==> src/rtl/freq_meter.sv <==
// freq_meter: measures an incoming square wave in clk cycles.
// Reports the last half-period, the last full period (high half plus the
// following low half), a lock flag for consecutive periods within TOL, and a
// timeout flag when no edge arrives for TIMEOUT_CYC cycles.
//
// state      | meaning
// -----------+-----------------------------------------------------------
// IDLE       | measurement disabled, counter held at zero
// WAIT_FIRST | enabled, waiting for the reference edge (no pulse on it)
// MEASURE    | every edge produces a half-period, rises may close a period
// STALE      | input stopped toggling; next edge re-arms without a pulse
module freq_meter #(
  parameter int CLK_FRQ     = 50_000_000,
  parameter int CNT_W       = 32,
  parameter int TIMEOUT_CYC = CLK_FRQ / 10,
  parameter int TOL         = 2
) (
  input  logic             clk,
  input  logic             rst,
  input  logic             en,
  input  logic             sig_in,
  output logic [CNT_W-1:0] half_period,
  output logic             half_valid,
  output logic [CNT_W:0]   period,
  output logic             period_valid,
  output logic             locked,
  output logic             timeout
);

  typedef enum logic [1:0] {
    IDLE       = 2'd0,
    WAIT_FIRST = 2'd1,
    MEASURE    = 2'd2,
    STALE      = 2'd3
  } state_t;

  localparam logic [CNT_W-1:0] CNT_LAST = CNT_W'(TIMEOUT_CYC - 1);
  localparam logic [CNT_W:0]   TOL_W    = (CNT_W + 1)'(TOL);

  state_t           state;
  logic             sync1, sync2, sync3;
  logic             sig_edge, rise, fall;
  logic [CNT_W-1:0] cnt;
  logic [CNT_W-1:0] cnt_inc;
  logic [CNT_W-1:0] high_reg;
  logic             have_high;
  logic             have_prev;
  logic [CNT_W:0]   prev_period;
  logic [CNT_W:0]   period_new;
  logic [CNT_W:0]   period_diff;
  logic             within_tol;

  // Two-flop synchronizer plus a history flop for edge detection
  always_ff @(posedge clk or negedge rst) begin
    if (!rst) begin
      sync1 <= 1'b0;
      sync2 <= 1'b0;
      sync3 <= 1'b0;
    end else begin
      sync1 <= sig_in;
      sync2 <= sync1;
      sync3 <= sync2;
    end
  end

  assign sig_edge = sync2 ^ sync3;
  assign rise     = sig_edge & sync2;
  assign fall     = sig_edge & ~sync2;

  // The counter is cleared on the edge cycle, so the interval is cnt + 1
  assign cnt_inc     = cnt + CNT_W'(1);
  assign period_new  = {1'b0, high_reg} + {1'b0, cnt_inc};
  assign period_diff = (period_new >= prev_period) ? (period_new - prev_period)
                                                   : (prev_period - period_new);
  assign within_tol  = (period_diff <= TOL_W);

  // Measurement FSM with registered results, flags and one-cycle pulses
  always_ff @(posedge clk or negedge rst) begin
    if (!rst) begin
      state        <= IDLE;
      cnt          <= '0;
      high_reg     <= '0;
      have_high    <= 1'b0;
      have_prev    <= 1'b0;
      prev_period  <= '0;
      half_period  <= '0;
      half_valid   <= 1'b0;
      period       <= '0;
      period_valid <= 1'b0;
      locked       <= 1'b0;
      timeout      <= 1'b0;
    end else begin
      half_valid   <= 1'b0;
      period_valid <= 1'b0;
      if (!en) begin
        state     <= IDLE;
        cnt       <= '0;
        have_high <= 1'b0;
        have_prev <= 1'b0;
        locked    <= 1'b0;
        timeout   <= 1'b0;
      end else begin
        case (state)
          IDLE: begin
            cnt   <= '0;
            state <= WAIT_FIRST;
          end
          WAIT_FIRST, MEASURE: begin
            if (sig_edge) begin
              cnt   <= '0;
              state <= MEASURE;
              if (state == MEASURE) begin
                half_period <= cnt_inc;
                half_valid  <= 1'b1;
                if (fall) begin
                  high_reg  <= cnt_inc;
                  have_high <= 1'b1;
                end
                if (rise && have_high) begin
                  period       <= period_new;
                  period_valid <= 1'b1;
                  prev_period  <= period_new;
                  have_prev    <= 1'b1;
                  if (!within_tol) begin
                    locked <= 1'b0;
                  end else if (have_prev) begin
                    locked <= 1'b1;
                  end
                end
              end
            end else if (cnt == CNT_LAST) begin
              // edge has priority; only a quiet terminal-count cycle times out
              state     <= STALE;
              timeout   <= 1'b1;
              locked    <= 1'b0;
              have_high <= 1'b0;
              have_prev <= 1'b0;
            end else begin
              cnt <= cnt_inc;
            end
          end
          STALE: begin
            // cnt stays saturated at CNT_LAST until the input moves again
            if (sig_edge) begin
              cnt     <= '0;
              timeout <= 1'b0;
              state   <= MEASURE;
            end
          end
          default: state <= IDLE;
        endcase
      end
    end
  end

endmodule

==> config.mk <==
export PLATFORM = sky130hd
export DESIGN_NAME = freq_meter
export DESIGN_NICKNAME = d
export VERILOG_FILES = /design/src/rtl/freq_meter.sv
export SDC_FILE = /design/constraint.sdc
export NUM_CORES = 1
export LEC_CHECK = 0
export BUFFER_PORTS_ARGS = -buffer_cell sky130_fd_sc_hd__buf_2
export CAP_MARGIN = 0
export CORE_MARGIN = 2
export CORE_UTILIZATION = 40
export DETAILED_ROUTE_END_ITERATION = 10
export GPL_ROUTABILITY_DRIVEN = 0
export HOLD_SLACK_MARGIN = 0.02
export MAX_ROUTING_LAYER = met4
export PLACE_DENSITY_LB_ADDON = 0.1
export SETUP_SLACK_MARGIN = 0.4
export SLEW_MARGIN = 5
export SYNTH_ARGS = -nofsm -noshare
export SYNTH_HDL_FRONTEND = slang
export SYNTH_SLANG_ARGS = --single-unit
==> constraint.sdc <==
create_clock -name clk -period 6.3 [get_ports clk]
set_clock_uncertainty 0.1 [all_clocks]
set_input_delay 0.315 -clock clk [delete_from_list [all_inputs] [get_ports clk]]
set_output_delay 0.315 -clock clk [all_outputs]
set_load 0.01 [all_outputs]
==> results by stage <==
Routing:
- The residual antenna-violating net count after detailed routing is 0.
- The routed wire length per instance is approximately 16 um.
- The detailed router placed roughly 10,000 vias in this run.
- In this run, the number of DRC markers left after iteration 0 of detailed routing was roughly 620.
- Summed over all layers, the routed wires come to 32,880 um.
- Before antenna repair, the detailed router went through 5 iterations.
- The number of remaining DRC errors is 0.
- The via-per-instance ratio is about 5.2.

Timing:
- Of the available clock period, the critical path in the final layout requires 1.016.
- The count of endpoints failing setup in the final report is 1.
- Once routing completed, OpenROAD measured the worst setup slack at -0.09976 ns.
- The number of endpoints with negative hold slack in the final report is 0.
- The worst-margin pin slew is between 0.9 and 1 ns.
- Setup repair after global routing could not meet its margin everywhere.
- Subtracting the final worst setup slack from the clock period gives approximately 6.4 ns.
- Hold is met by 0.09027 ns.
- The worst pin sits at a relative slew slack of 0.3405.
- The number of pins exceeding their max-slew limit in the final report was 0.
- For this run, the top clock speed supported by timing is 0.1563 GHz.

Run status:
- The final reports fail on setup timing.
- The run finished, with violations left.

Placement:
- At the placement stage, the worst setup path has a slack of -0.4421 ns.
- The number of buffers added on ports is between 70 and 80.
- Detailed placement ended at an HPWL of 25,710 um.

Pwr:
- The areal power density over the cells is 196.2 mW/mm^2.
- For this design the static power due to leakage is 7.141 nW.
- The worst vdd rail ir drop is 0.1414 mV.

Clock tree:
- In this run, CTS created clock tree buffers numbering 17.
- The clock insertion delay at the later pin of the skew report is between 0.4 and 0.5 ns.
- The clock transition time at the flip-flop clock pins of the worst setup and hold paths is around 0.07 ns.
- CTS placed an instance of clkbuf_16 at the clock tree root.
- The clock sink count is 140.
- CTS built an H-tree with a depth of 4.
- The longest clock path from root to sink contains 2 buffers.
- The TritonCTS clock tree is done.

Die:
- The I/O pin count is 73.
- The die covers 0.02912 mm^2.
- The die width is 170.6 um.
- The floorplan has 60 rows.
- The height of the die is 170.6 um.
- The core region is approximately 0.027 mm^2.
- The starting density of the core is 0.4098.

Global routing:
- The pin count of the biggest net entering global routing is between 70 and 80.
- The first-pass GRT wire length is 53,330 um.
- The number of antenna violations at the first check in global routing is 0.
- The total overflow left after global routing is 0.
- The number of global-route vias before repair is 10,116.
- In the global route stage, overall resource usage came out at 0.2394.

Critical path:
- The number of cells on the worst reg-to-reg path is 34.
- The required time of the worst setup path is 6.55 ns.
- STA classifies the critical path endpoint as a flop.
- The cell with the largest stage delay on the worst path is dfrtp_1.
- Of all nets on the critical path, the largest fanout is 10.
- The worst register-to-register path begins at cnt[1].
- The critical path's largest stage delay is approximately 0.41 ns.
- The critical path in this run is classified as reg -> reg.
- The worst setup path is launched from a flop.
- The endpoint of the most critical register-to-register path is locked.
- The arrival time at the worst endpoint is 6.65 ns.
- The cell seen most often among critical-path stages is buf_4.
- Across all register-to-register paths, the minimum setup slack is -0.1 ns.

Cells and area:
- The register bank with the most flops is prev_period.
- The number of nets at the end of the flow is 1,731.
- The number of flip-flops under the largest register name is 33.
- From synthesis to final layout, the design area changed by 26.82%.
- 0 antenna diodes ended up in the layout.
- The fraction of final layout cells with drive strength greater than 1 is 0.2247.

Logic synthesis:
- The proportion of netlist area held by the largest area contributor is 0.3154.
- The most common cell in the synthesized netlist is nand2_1.
- The average size of a mapped cell is 7.956 um^2.
- The biggest area contributor in the post-synthesis netlist is dfrtp_1.
- Yosys printed 0 warnings.
- The share of synthesized flip-flops with an asynchronous set or reset is 1.000.
- In the synthesized netlist the dominant register cell turns out to be dfrtp_1.
- After synthesis, the netlist uses 76 different library cells.
- The synthesized design contains 140 register bits.
- The cell area after synthesis is 0.01111 mm^2.
- The cell count after synthesis is around 1,400.
- Ranked by total cell area, the synthesized netlist is headed by dfrtp_1 32%, ha_1 12%, o21ai_0 8.1%.
- The number of nets handed over by synthesis was 1,507.
- By count the netlist is led by 197 x nand2_1, 179 x o21ai_0, 140 x dfrtp_1.
- The number of synthesized flops with an enable pin is 0.
- The share of synthesized area occupied by flip-flops and latches is 0.3154.

Hold path:
- The worst-case hold path end point is have_high.
- The count of cells along the worst hold path is 3.
- In this run the most critical hold path is launched from en.
- The classification of the worst-slack hold path is in -> reg.

Flow run:
- The number of max-cap violations is 0.
area by class of cell:
| cell class | instances | area [um^2] |
|---|---|---|
| Multi-Input combinational cell | 1061 | 7142 |
| Fill cell | 2637 | 13020 |
| Inverter | 133 | 499.2 |
| Timing Repair Buffer | 267 | 1839 |
| Clock inverter | 14 | 206.4 |
| Sequential cell | 140 | 3505 |
| Tap cell | 372 | 465.4 |
| Clock buffer | 18 | 429.2 |
logic make-up (layout without fill, tap and decap cells):
logic type,Yosys count,in the layout,share of synthesized area
buf+inv,195,432,0.07029
fa+ha+maj,107,107,0.1226
mux,13,13,0.01307
compound gates,429,429,0.2330
xor+xnor,89,89,0.07018
flops,140,140,0.3154
simple gates,423,423,0.1755
through the flow:
stage	power [W]	instance area (um^2)	utilization	instances	TNS (ns)
after floorplan	0.001423	11220	-	1396	0
after global placement	0.001641	13160	0.4856	1965	-0.4301
after detailed placement	0.001640	13160	0.4856	1965	-0.4421
after CTS	0.002781	13940	0.5144	2001	-0.1404
after global routing	0.002894	14090	0.5198	2005	-0.5353
final	0.002764	14090	0.5198	2005	-0.09976
how the worst max path moves through the flow:
stage	start	end	slack (ns)	cells after the start
global placement	cnt[1]	locked	-0.43	35
finish	cnt[1]	locked	-0.1	34
floorplan	cnt[1]	locked	0.29	34
detailed placement	cnt[1]	locked	-0.44	35
CTS	cnt[1]	locked	-0.14	36
global route	cnt[1]	locked	-0.54	36
per-layer routing:
| metal | global-route usage | part of all wire | vias up |
|---|---|---|---|
| met5 | - | 0 | - |
| met4 | 0.07990 | 0.027 | 0 |
| met2 | 0.3656 | 0.45 | 266 |
| met1 | 0.3247 | 0.47 | 4875 |
| met3 | 0.03678 | 0.049 | 46 |
| li1 | - | - | 5278 |
report_power, final:
part,internal (W),switching [W],leakage (nW)
clock,0.000674,0.000454,0.306
sequential,0.000919,0.0000153,1.90
combinational,0.000273,0.000427,4.93
placed cells by master (no fill, tap or decap), types with 7 or more instances in the layout:
master	netlist	layout
a21o_1	36	36
a21oi_1	107	105
a31oi_1	11	10
and3_1	11	11
buf_2	21	71
buf_4	2	192
clkbuf_16	0	17
dfrtp_1	140	139
ha_1	104	98
inv_1	133	132
mux2i_1	7	7
nand2_1	197	195
nand2b_1	15	15
nand3_1	40	37
nand4_1	24	24
nor2_1	71	63
nor2b_1	7	7
nor3_1	20	19
nor4_1	13	10
o211ai_1	7	7
o21a_1	10	10
o21ai_0	179	177
o21bai_1	16	16
xnor2_1	46	44
xor2_1	43	37
what timing repair did:
action | CTS | global route
endpoints found under the hold margin | 77 | 0
setup buffers | 2 | 4
pin swaps | 20 | 14
resized for setup | 23 | 18
hold buffers | 2 | 0
setup endpoints to repair | 1 | 1
critical path, delay by kind of cell, from the launching register on:
| family | cells | cell delay (ns) |
|---|---|---|
| buf+inv | 7 | 0.82 |
| xor+xnor | 3 | 0.52 |
| simple gates | 12 | 1.89 |
| flops | 1 | 0.41 |
| fa+ha+maj | 3 | 0.76 |
| compound gates | 9 | 1.80 |
(Power assumes the default switching activity.)
